**src/rtl/otter_pipe_pkg.sv**
```systemverilog
// otter_pipe_pkg: shared types and constants for the pipelined OTTER.
//   fetch_entry_t  : {pc, instr} pair carried from fetch to decode.
//   OTTER_NOP      : canonical NOP encoding (addi x0, x0, 0).
//   OTTER_RESET_PC : default program counter after reset.
package otter_pipe_pkg;

  localparam logic [31:0] OTTER_NOP      = 32'h0000_0013;
  localparam logic [31:0] OTTER_RESET_PC = 32'h0000_0000;

  typedef struct packed {
    logic [31:0] pc;
    logic [31:0] instr;
  } fetch_entry_t;

endpackage

```
**src/rtl/fetch_stage_if.sv**
```systemverilog
// fetch_stage_if: bus bundle between the fetch stage and its neighbours.
//   MEM_*      : instruction memory read port 1 (1-cycle synchronous read).
//   REDIRECT*  : taken branch/jump from execute.
//   DE_READY / IF_VALID / INSTR / IF_PC / IF_PC_PLUS4 : decode handshake.
//   STAT_*     : fetch statistics, present only with FETCH_STATS_EN.
// master = fetch stage side, slave = memory/execute/decode side.
interface fetch_stage_if;

  logic [31:0] MEM_ADDR1;
  logic        MEM_RDEN1;
  logic [31:0] MEM_RAW_DOUT1;
  logic        REDIRECT;
  logic [31:0] REDIRECT_PC;
  logic        DE_READY;
  logic        IF_VALID;
  logic [31:0] INSTR;
  logic [31:0] IF_PC;
  logic [31:0] IF_PC_PLUS4;
`ifdef FETCH_STATS_EN
  logic [31:0] STAT_FETCHED;
  logic [31:0] STAT_FLUSHED;
`endif

  modport master (
    output MEM_ADDR1, MEM_RDEN1, IF_VALID, INSTR, IF_PC, IF_PC_PLUS4,
`ifdef FETCH_STATS_EN
    output STAT_FETCHED, STAT_FLUSHED,
`endif
    input  MEM_RAW_DOUT1, REDIRECT, REDIRECT_PC, DE_READY
  );

  modport slave (
    input  MEM_ADDR1, MEM_RDEN1, IF_VALID, INSTR, IF_PC, IF_PC_PLUS4,
`ifdef FETCH_STATS_EN
    input  STAT_FETCHED, STAT_FLUSHED,
`endif
    output MEM_RAW_DOUT1, REDIRECT, REDIRECT_PC, DE_READY
  );

endinterface

```
**src/rtl/fetch_queue.sv**
```systemverilog
// fetch_queue: circular buffer of fetch_entry_t, QDEPTH entries.
//   clk_i, rst_ni : clock, asynchronous active-low reset.
//   flush_i       : synchronous clear; wins over push.
//   push_i/push_data_i, pop_i : enqueue / dequeue head.
//   head_o        : registered head entry; holds its last value while empty.
//   count_o       : number of stored entries, 0..QDEPTH.
module fetch_queue
  import otter_pipe_pkg::*;
#(
  parameter int unsigned QDEPTH = 2,
  localparam int unsigned CW    = $clog2(QDEPTH + 1)
) (
  input  logic         clk_i,
  input  logic         rst_ni,
  input  logic         flush_i,
  input  logic         push_i,
  input  fetch_entry_t push_data_i,
  input  logic         pop_i,
  output fetch_entry_t head_o,
  output logic [CW-1:0] count_o
);

  localparam int unsigned PW = (QDEPTH > 1) ? $clog2(QDEPTH) : 1;

  fetch_entry_t  mem_q [QDEPTH];
  logic [PW-1:0] rd_q, rd_d, wr_q, wr_d;
  logic [CW-1:0] cnt_q, cnt_d;
  fetch_entry_t  head_q, head_d;

  function automatic logic [PW-1:0] ptr_inc(input logic [PW-1:0] p);
    return (p == PW'(QDEPTH - 1)) ? '0 : p + 1'b1;
  endfunction

  always_comb begin
    rd_d   = rd_q;
    wr_d   = wr_q;
    cnt_d  = cnt_q;
    head_d = head_q;
    if (flush_i) begin
      rd_d  = '0;
      wr_d  = '0;
      cnt_d = '0;
    end else begin
      if (push_i) wr_d = ptr_inc(wr_q);
      if (pop_i)  rd_d = ptr_inc(rd_q);
      unique case ({push_i, pop_i})
        2'b10:   cnt_d = cnt_q + 1'b1;
        2'b01:   cnt_d = cnt_q - 1'b1;
        default: cnt_d = cnt_q;
      endcase
      // Head is a register so it can hold across empty periods; when the
      // new head slot is the one being written now, bypass the push data.
      if (cnt_d != '0) begin
        head_d = (push_i && (rd_d == wr_q)) ? push_data_i : mem_q[rd_d];
      end
    end
  end

  always_ff @(posedge clk_i) begin
    if (push_i && !flush_i) mem_q[wr_q] <= push_data_i;
  end

  always_ff @(posedge clk_i or negedge rst_ni) begin
    if (!rst_ni) begin
      rd_q   <= '0;
      wr_q   <= '0;
      cnt_q  <= '0;
      head_q <= '0;
    end else begin
      rd_q   <= rd_d;
      wr_q   <= wr_d;
      cnt_q  <= cnt_d;
      head_q <= head_d;
    end
  end

  assign head_o  = head_q;
  assign count_o = cnt_q;

endmodule

```
**src/rtl/fetch_stage.sv**
```systemverilog
// fetch_stage: OTTER instruction fetch stage.
//   IF_CLK, IF_RST_N : clock, asynchronous active-low reset.
//   bus (fetch_stage_if.master): memory read port 1, redirect from execute,
//   valid/ready handshake of {INSTR, IF_PC, IF_PC_PLUS4} to decode.
// Issues one read per cycle while the queue has credit for the returning
// word; REDIRECT flushes queue and in-flight read and refetches the target.
// Optional macro FETCH_STATS_EN adds saturating STAT_FETCHED/STAT_FLUSHED.
module fetch_stage
  import otter_pipe_pkg::*;
#(
  parameter logic [31:0] RESET_PC = OTTER_RESET_PC,
  parameter int unsigned QDEPTH   = 2
) (
  input logic           IF_CLK,
  input logic           IF_RST_N,
  fetch_stage_if.master bus
);

  localparam int unsigned CW = $clog2(QDEPTH + 1);
  localparam int unsigned OW = CW + 1;

  logic [31:0]   fetch_pc_q, fetch_pc_d;
  logic [31:0]   pend_pc_q, pend_pc_d;
  logic          pend_v_q, pend_v_d;
  logic [CW-1:0] count;
  fetch_entry_t  head, push_entry;
  logic          pop, push, issue;
  logic [OW-1:0] occupancy;
  logic [31:0]   redirect_addr;

  always_comb begin
    redirect_addr = bus.REDIRECT_PC & 32'hFFFF_FFFC;
    pop           = (count != '0) & bus.DE_READY & !bus.REDIRECT;
    push          = pend_v_q & !bus.REDIRECT;
    push_entry    = '{pc: pend_pc_q, instr: bus.MEM_RAW_DOUT1};
    // Entries held plus the word in flight, minus the one leaving now.
    occupancy     = {1'b0, count} + OW'(pend_v_q) - OW'(pop);
    issue         = IF_RST_N & !bus.REDIRECT & (occupancy < OW'(QDEPTH));

    bus.MEM_ADDR1 = fetch_pc_q;
    bus.MEM_RDEN1 = issue;
    fetch_pc_d    = fetch_pc_q;
    pend_pc_d     = pend_pc_q;
    pend_v_d      = 1'b0;
    if (IF_RST_N && bus.REDIRECT) begin
      bus.MEM_ADDR1 = redirect_addr;
      bus.MEM_RDEN1 = 1'b1;
      pend_v_d      = 1'b1;
      pend_pc_d     = redirect_addr;
      fetch_pc_d    = redirect_addr + 32'd4;
    end else if (issue) begin
      pend_v_d      = 1'b1;
      pend_pc_d     = fetch_pc_q;
      fetch_pc_d    = fetch_pc_q + 32'd4;
    end
  end

  always_ff @(posedge IF_CLK or negedge IF_RST_N) begin
    if (!IF_RST_N) begin
      fetch_pc_q <= RESET_PC;
      pend_pc_q  <= '0;
      pend_v_q   <= 1'b0;
    end else begin
      fetch_pc_q <= fetch_pc_d;
      pend_pc_q  <= pend_pc_d;
      pend_v_q   <= pend_v_d;
    end
  end

  fetch_queue #(.QDEPTH(QDEPTH)) u_queue (
    .clk_i       (IF_CLK),
    .rst_ni      (IF_RST_N),
    .flush_i     (bus.REDIRECT),
    .push_i      (push),
    .push_data_i (push_entry),
    .pop_i       (pop),
    .head_o      (head),
    .count_o     (count)
  );

  assign bus.IF_VALID    = (count != '0);
  assign bus.INSTR       = head.instr;
  assign bus.IF_PC       = head.pc;
  assign bus.IF_PC_PLUS4 = head.pc + 32'd4;

`ifdef FETCH_STATS_EN
  logic [31:0] stat_fetched_q, stat_flushed_q;
  logic [32:0] flushed_sum;

  assign flushed_sum = {1'b0, stat_flushed_q} + 33'(count) + 33'(pend_v_q);

  always_ff @(posedge IF_CLK or negedge IF_RST_N) begin
    if (!IF_RST_N) begin
      stat_fetched_q <= '0;
      stat_flushed_q <= '0;
    end else begin
      if (pop && (stat_fetched_q != '1)) stat_fetched_q <= stat_fetched_q + 32'd1;
      if (bus.REDIRECT) stat_flushed_q <= flushed_sum[32] ? '1 : flushed_sum[31:0];
    end
  end

  assign bus.STAT_FETCHED = stat_fetched_q;
  assign bus.STAT_FLUSHED = stat_flushed_q;
`endif

endmodule

```
**src/flat_wrapper.sv**
```systemverilog
// flat-port wrapper written by rule: the top's interface ports become plain ports
module fetch_stage_flat import otter_pipe_pkg::*;
#(
  parameter logic [31:0] RESET_PC = OTTER_RESET_PC,
  parameter int unsigned QDEPTH   = 2
)
  (IF_CLK, IF_RST_N, bus_MEM_ADDR1, bus_MEM_RDEN1, bus_IF_VALID, bus_INSTR, bus_IF_PC, bus_IF_PC_PLUS4, bus_MEM_RAW_DOUT1, bus_REDIRECT, bus_REDIRECT_PC, bus_DE_READY);
  fetch_stage_if bus_i ();
  input logic IF_CLK;
  input logic IF_RST_N;
  output wire logic [$bits(bus_i.MEM_ADDR1)-1:0] bus_MEM_ADDR1;
  output wire logic [$bits(bus_i.MEM_RDEN1)-1:0] bus_MEM_RDEN1;
  output wire logic [$bits(bus_i.IF_VALID)-1:0] bus_IF_VALID;
  output wire logic [$bits(bus_i.INSTR)-1:0] bus_INSTR;
  output wire logic [$bits(bus_i.IF_PC)-1:0] bus_IF_PC;
  output wire logic [$bits(bus_i.IF_PC_PLUS4)-1:0] bus_IF_PC_PLUS4;
  input wire logic [$bits(bus_i.MEM_RAW_DOUT1)-1:0] bus_MEM_RAW_DOUT1;
  input wire logic [$bits(bus_i.REDIRECT)-1:0] bus_REDIRECT;
  input wire logic [$bits(bus_i.REDIRECT_PC)-1:0] bus_REDIRECT_PC;
  input wire logic [$bits(bus_i.DE_READY)-1:0] bus_DE_READY;
  assign bus_MEM_ADDR1 = bus_i.MEM_ADDR1;
  assign bus_MEM_RDEN1 = bus_i.MEM_RDEN1;
  assign bus_IF_VALID = bus_i.IF_VALID;
  assign bus_INSTR = bus_i.INSTR;
  assign bus_IF_PC = bus_i.IF_PC;
  assign bus_IF_PC_PLUS4 = bus_i.IF_PC_PLUS4;
  assign bus_i.MEM_RAW_DOUT1 = bus_MEM_RAW_DOUT1;
  assign bus_i.REDIRECT = bus_REDIRECT;
  assign bus_i.REDIRECT_PC = bus_REDIRECT_PC;
  assign bus_i.DE_READY = bus_DE_READY;
  fetch_stage #(.RESET_PC(RESET_PC), .QDEPTH(QDEPTH)) u_core (.IF_CLK(IF_CLK), .IF_RST_N(IF_RST_N), .bus(bus_i));
endmodule
```
**config.mk**
```make
export PLATFORM = sky130hd
export DESIGN_NAME = fetch_stage_flat
export DESIGN_NICKNAME = d
export VERILOG_FILES = /design/src/rtl/otter_pipe_pkg.sv /design/src/rtl/fetch_stage_if.sv /design/src/rtl/fetch_queue.sv /design/src/rtl/fetch_stage.sv /design/src/flat_wrapper.sv
export SDC_FILE = /design/constraint.sdc
export NUM_CORES = 1
export LEC_CHECK = 0
export CAP_MARGIN = 10
export CORE_MARGIN = 2
export CORE_UTILIZATION = 54
export CTS_BUF_LIST = sky130_fd_sc_hd__clkbuf_8 sky130_fd_sc_hd__clkbuf_16
export DETAILED_ROUTE_END_ITERATION = 10
export PLACE_DENSITY = 0.82
export SYNTH_ARGS = -nofsm -noshare
export SYNTH_HDL_FRONTEND = slang
export SYNTH_SLANG_ARGS = --single-unit
```
**constraint.sdc**
```tcl
create_clock -name IF_CLK -period 8 [get_ports IF_CLK]
set_input_delay 1.2 -clock IF_CLK [delete_from_list [all_inputs] [get_ports IF_CLK]]
set_output_delay 1.2 -clock IF_CLK [all_outputs]
set_load 0.01 [all_outputs]
```
## Word-level counts from Yosys, hierarchy flattened

Memories as Yosys holds them, arrays and structs flattened. A register that Yosys moved wholly into a read port is not among the register bits.
Index checks and enable logic that the tools add are counted.
Widths: inputs -> output; s select.

- Bits in registers: 69
- Bits in latches: 0
- Bits in writable memories: 128
- Bits in read-only memories: 0
- Word-level logic and storage cells: 54
- Memories: 1

- $add $sub $neg: 9
- $mul: 0
- Div/mod/pow operators: 0
- Order comparisons: 1
- Equal/unequal tests: 2
- Shift operators: 0
- Mux-type cells: 20
- Bitwise operators: 6
- Reductions and logical operators: 9

Memories:

| name | depth | bits a word | read ports | clocked after Yosys merged registers in | wr ports | line | text |
|---|---|---|---|---|---|---|---|
| u_core.u_queue.mem_q | 2 | 64 | 1 | 1 | 1 | fetch_queue.sv:25 | `fetch_entry_t mem_q [QDEPTH];` |

Operator list:

| kind | count |
|---|---|
| $mux 32 | 5 |
| $add 32x3->32 const B | 3 |
| $mux 1 | 12 |
| $reduce_bool 2->1 | 4 |
| $and 1x1->1 | 5 |
| $mux 2 | 2 |
| $pmux 2 s2 | 1 |
| $add 2x1->3 | 1 |
| $lt 3x2->1 const B | 1 |
| $sub 3x1->3 | 1 |
| $add 1x1->1 const B | 2 |
| $add 2x1->2 const B | 1 |
| $eq 2x1->1 const B | 1 |
| $eq 2x2->1 const B | 1 |
| $logic_and 1x1->1 | 2 |
| $logic_not 1->1 | 2 |
| $reduce_and 2->1 | 1 |
| $sub 2x1->2 const B | 1 |
| $not 1->1 | 1 |

## Logic depth before layout (Yosys ltp)

- Depth after elaboration: 8
- Mapped depth: 14
- Mapped depth without buffers: 10

## Hierarchy

From an unflattened synthesis, not the netlist that was laid out.

- Cell total of the unflattened synthesis: 1,134
- Area, all modules: 12,110.4 um^2

Modules (own cells, without submodules):

| module | times used | cells each | area each (um^2) |
|---|---|---|---|
| fetch_queue | 1 | 642 | 7,920.1 |
| fetch_stage | 1 | 492 | 4,190.3 |

## Worst setup path after synthesis

No wires, ideal clock.

- Path type: input -> register
- Start point: in bus_REDIRECT
- End point: reg u_core.u_queue.head_q (netlist bit u_core.u_queue.head_o[29])
- Setup time: 135 ps
- Arrival time: 7,061 ps
- Data required time: 7,865 ps
- Setup slack: 804 ps
- Cell stages on the path: 8
- Buffers on the path: 4
- Cells stage by stage: buf_6 buf_2 nor3b_1 mux2i_1 buf_2 buf_4 mux2i_1 o21ai_0

- Cells in the longest elaborated chain, start to end: 7

RTL lines:

| item | line | text |
|---|---|---|
| start: declaration | flat_wrapper.sv:18 | `input wire logic [$bits(bus_i.REDIRECT)-1:0] bus_REDIRECT;` |
| $logic_not 1->1 | fetch_stage.sv:33, fetch_stage.sv:34 |  |
| $and 1x1->1 (on tied branches) | fetch_stage.sv:33, fetch_stage.sv:34 |  |
| $eq 2x1->1 or $eq 2x2->1 (tied branches) | fetch_queue.sv:46 | `unique case ({push_i, pop_i})` |
| $pmux 2 s2 | fetch_queue.sv:46 |  |
| $mux 2 | fetch_queue.sv:39 | `if (flush_i) begin` |
| $reduce_bool 2->1 | fetch_queue.sv:53 | `if (cnt_d != '0) begin` |
| $reduce_and 2->1 (no source line) | -- |  |
| end signal: assignment | fetch_queue.sv:68 | `head_q <= '0;` |
| end signal: assignment | fetch_queue.sv:73 | `head_q <= head_d;` |
| end: declaration | fetch_queue.sv:28 | `fetch_entry_t head_q, head_d;` |

Several ways; a longest one is shown, not always the timed one. The select of a mux whose other input is x is not followed.
A chain may end at the register's enable or synchronous reset.

## Final worst setup path

- Start point: in bus_REDIRECT
- End point: out bus_MEM_RDEN1

- Cells in the longest elaborated chain, start to end: 6

RTL lines:

| item | line | text |
|---|---|---|
| $logic_not 1->1 | fetch_stage.sv:33, fetch_stage.sv:38 |  |
| $and 1x1->1 | fetch_stage.sv:33 | `pop = (count != '0) & bus.DE_READY & !bus.REDIRECT;` |
| $sub 3x1->3 | fetch_stage.sv:37 | `occupancy = {1'b0, count} + OW'(pend_v_q) - OW'(pop);` |
| $lt 3x2->1 | fetch_stage.sv:38 | `issue = IF_RST_N & !bus.REDIRECT & (occupancy < OW'(QDEPTH));` |
| $and 1x1->1 | fetch_stage.sv:38 |  |
| $mux 1 (*) | fetch_stage.sv:45 | `if (IF_RST_N && bus.REDIRECT) begin` |
| end: declaration | flat_wrapper.sv:12 | `output wire logic [$bits(bus_i.MEM_RDEN1)-1:0] bus_MEM_RDEN1;` |

Every way passes the cells marked *; elsewhere a longest branch is shown, timed or not.

==> impl_results.md <==
* Outcome: finished, final reports clean
* Final worst slack at 2630 ps
* LEAKAGE at around 5.9 nW
* CTS tree: done
* Final std cells w/o fill at 1,448
* Number of CTS-inserted buffers at 26
* Psw at ~1.6 mW
* DP Worst Slack at between 2000 and 3000 ps
* Number of antenna cells inserted at 0
* Top sig layer: met4
* Syn_area_per_cell at 12.0 µm²
* # setup viols final at 0
* Critical-path top delay cell: clkdlybuf4s50_1
* Hold Crit Class: reg2reg
* Clock buffer depth at 3
* Share of power burned in registers at between 40 and 50%
* Rel. slew slack at around 24%
* Clock sinks at around 250
* DP Area at 0.0138 mm²
* Worst path bufs/invs at 3
* Clock power frac at 24.7%
* Post-CTS Hold Buffers at 0
* Final HPWL DP at ~17 mm
* Post-cts resize count at 0
* Worst vdd ir at approximately 180 µV
* Die width at between 150 and 200 µm
* Worst Max-Slew Pin Slew at 1130 ps
* Worst Hold Slack at 473 ps
* Root buffer cell: clkbuf_16
* Critical path type: in2out
* Netlist cell types at 48
* Sw Share at around 32%
* Max_cap viols at 0
* Initial antenna violation count at 0
* Slowest stage delay, CP at ~790 ps
* Synth top area share at between 30% and 40%
* Share of cells above drive strength 1 at ~13%
* Synth area leader: edfxtp_1
* DRT Pass-1 Iters at 4
* Vias at approximately 8,000
* WP data arrival at around 4200 ps
* Initial DRC Count at roughly 460
* Critical path's top delay family: buffers and inverters
* Die footprint at 0.0229 mm²
* Final layout net count at about 1,200
* Power Internal at around 3.4 mW
* Most common cell after layout, fill and taps aside: clkdlybuf4s50_1
* Layout area overhead at 24.9%
* RD Place Congestion at between 0.8 and 0.9
* Commonest non-fill, non-tap cells in the layout: 188 x clkdlybuf4s50_1, 127 x dfrtp_1, 124 x edfxtp_1
* Crit-path cells: clkdlybuf4s50_1 -> nor2b_1 -> xor2_1 -> nand2_1 -> fa_1 -> xnor2_1 -> and3_1 -> nor2_1 -> inv_2 -> clkdlybuf4s50_1
* Syn. warnings at 0
* Final Cycle Share at between 60% and 70%
* Setup TNS Final at 0 ps
* Post-synthesis cell area at between 0.01 and 0.015 mm²
* Power share of the combinational group at between 30% and 40%
* Post-Route WL at 25.9 mm
* Overall power of the completed layout at between 4 and 5 mW
* Total GRT Usage at between 20 and 25%
* Wl on met1 at roughly 12 mm
* Critical path required time at slightly below 7000 ps
* Clk_lat worst skew at 520 ps
* Min Tclk post-route at approximately 5400 ps
* Die height at about 150 µm
* CP dominant cell by count: clkdlybuf4s50_1
* Slew Viols, Final at 0
* Filler cells at approximately 1,500
* Unrepaired setup endpoints after global routing: no
* Top Ports at between 150 and 200
* Cells after DPL at between 1,000 and 1,500
* Synth Instances at between 900 and 1,000
* Via-to-Cell Ratio at about 5.5
* Number of global-route vias before repair at approximately 7,800
* Sequential area share after synthesis at between 50% and 60%
* Final core utilization at approximately 69%
* Area contributors post-synth: edfxtp_1 32%, dfrtp_1 27%, mux2i_1 7.2%
* Finished Cell Area at between 0.01 and 0.015 mm²
* WL/cell at roughly 18 µm
* Met3 WL at roughly 1.7 mm
* Fmax at roughly 190 MHz
* Power density cells at approximately 340 mW/mm²
* Skew final at 17.9 ps
* Clock Pin Slew Worst Setup and Hold Paths at 60 ps
* Register bit total from synthesis at around 250
* Worst setup EP type: output pin
* Startpoint Class: input pin
* Initial Util at between 50% and 60%
* CTS HTree Levels at 1
* Row count at between 50 and 60
* # DRC at 0
* Buffers added on ports at roughly 190
* Critical path peak fanout at 16
* Final Hold Viols at 0
* Post-route antenna net violation count at 0
* Core area at 0.0212 mm²
* First-pass GRT wire length at between 40 and 50 mm
* Largest net degree at the start of global routing at 125
* Total global routing overflow at 0
* Post-CTS Setup Repair Bufs at 0
* Met2 WL at about 12 mm
[worst register-to-register path, cell delays in order, from the launching register on]
cell and delay [ps]:
dfrtp_1 450, or2_2 370, nand2_2 130, nor2_1 80, fa_1 410, xnor2_1 180
and3_1 250, nor2_1 80, inv_2 110, buf_4 650, mux2_2 480
[sequential cells by signal, summed over array words and instances, names as in the netlist]
register,count
u_core.pend_pc_q,30
u_core.u_queue.wr_q,1
u_core.pend_v_q,1
u_core.u_queue.mem_q,124
u_core.u_queue.count_o,2
u_core.fetch_pc_q,30
u_core.u_queue.head_o,62
u_core.u_queue.rd_q,1
[layout make-up]
cell class	count	area (µm²)	area share, %
sequential	251	6900	47.1
multi-input combinational	652	4470	30.5
timing repair buffer	199	1970	13.4
clock buffer	31	742	5.06
tap	275	344	2.35
clock inverter	17	151	1.03
inverter	23	86.3	0.589
[worst paths after layout]
check                                     startpoint                         to  slack (ps)  cells after the start
hold / removal             u_core.u_queue.head_o[15]  u_core.u_queue.head_o[15]         470                      2
setup / recovery                        bus_REDIRECT              bus_MEM_RDEN1        2630                     10
setup reg to reg           u_core.u_queue.count_o[1]        u_core.pend_pc_q[3]        4690                     10
hold reg to reg            u_core.u_queue.head_o[15]  u_core.u_queue.head_o[15]         470                      2
max in group asynchronous                   IF_RST_N   u_core.u_queue.head_o[7]        5890                      2
min in group asynchronous                   IF_RST_N      u_core.fetch_pc_q[23]         660                      1
[cells in the mapped netlist, drive strengths merged]
master   count
fa           1
mux2i       85
nor4b        2
a31oi        1
dfrtp      127
xor2        11
nand2b       1
and3b        2
clkbuf      25
o21a         2
o2111ai      1
conb         1
nor2b        2
xnor2       50
and3        11
nor4         8
nor3b        2
and4         3
o21ai       84
nor3        11
and2         2
or2          2
ha           2
inv         23
a21oi       41
nand4       32
nand3       17
nand2      124
edfxtp     124
o31ai        1
buf         35
mux2        69
nor2        79
[layer usage]
layer,vias up,GRT usage (%)
met4,0,5.51
met3,35,3.28
met1,3892,31.6
met2,268,37.2
li1,3812,-
met5,-,0
[cells by family (layout without fill, tap and decap cells)]
group	Yosys count	count (layout)	share of synthesized area, %
AND/OR/NAND/NOR	298	298	12.5
flip-flops	251	251	58.8
multiplexers	154	154	13.9
AO/OA/AOI/OAI	130	130	6.15
buffers and inverters	83	270	3.54
XOR/XNOR	61	61	4.71
adder cells (fa/ha/maj)	3	3	0.384
other	1	6	0.0319
[power by group through the flow]
stage / sequential (mW) / combinational, mW / clock (mW)
6_report: 2.05 / 1.69 / 1.23
4_1_cts: 2.05 / 1.71 / 1.25
2_1_floorplan: 2.05 / 0.859 / 0
5_1_grt: 2.11 / 1.85 / 1.31
3_5_place_dp: 2.08 / 1.70 / 0
3_3_place_gp: 2.05 / 1.67 / 0
Power figures use the tool's default switching activity.
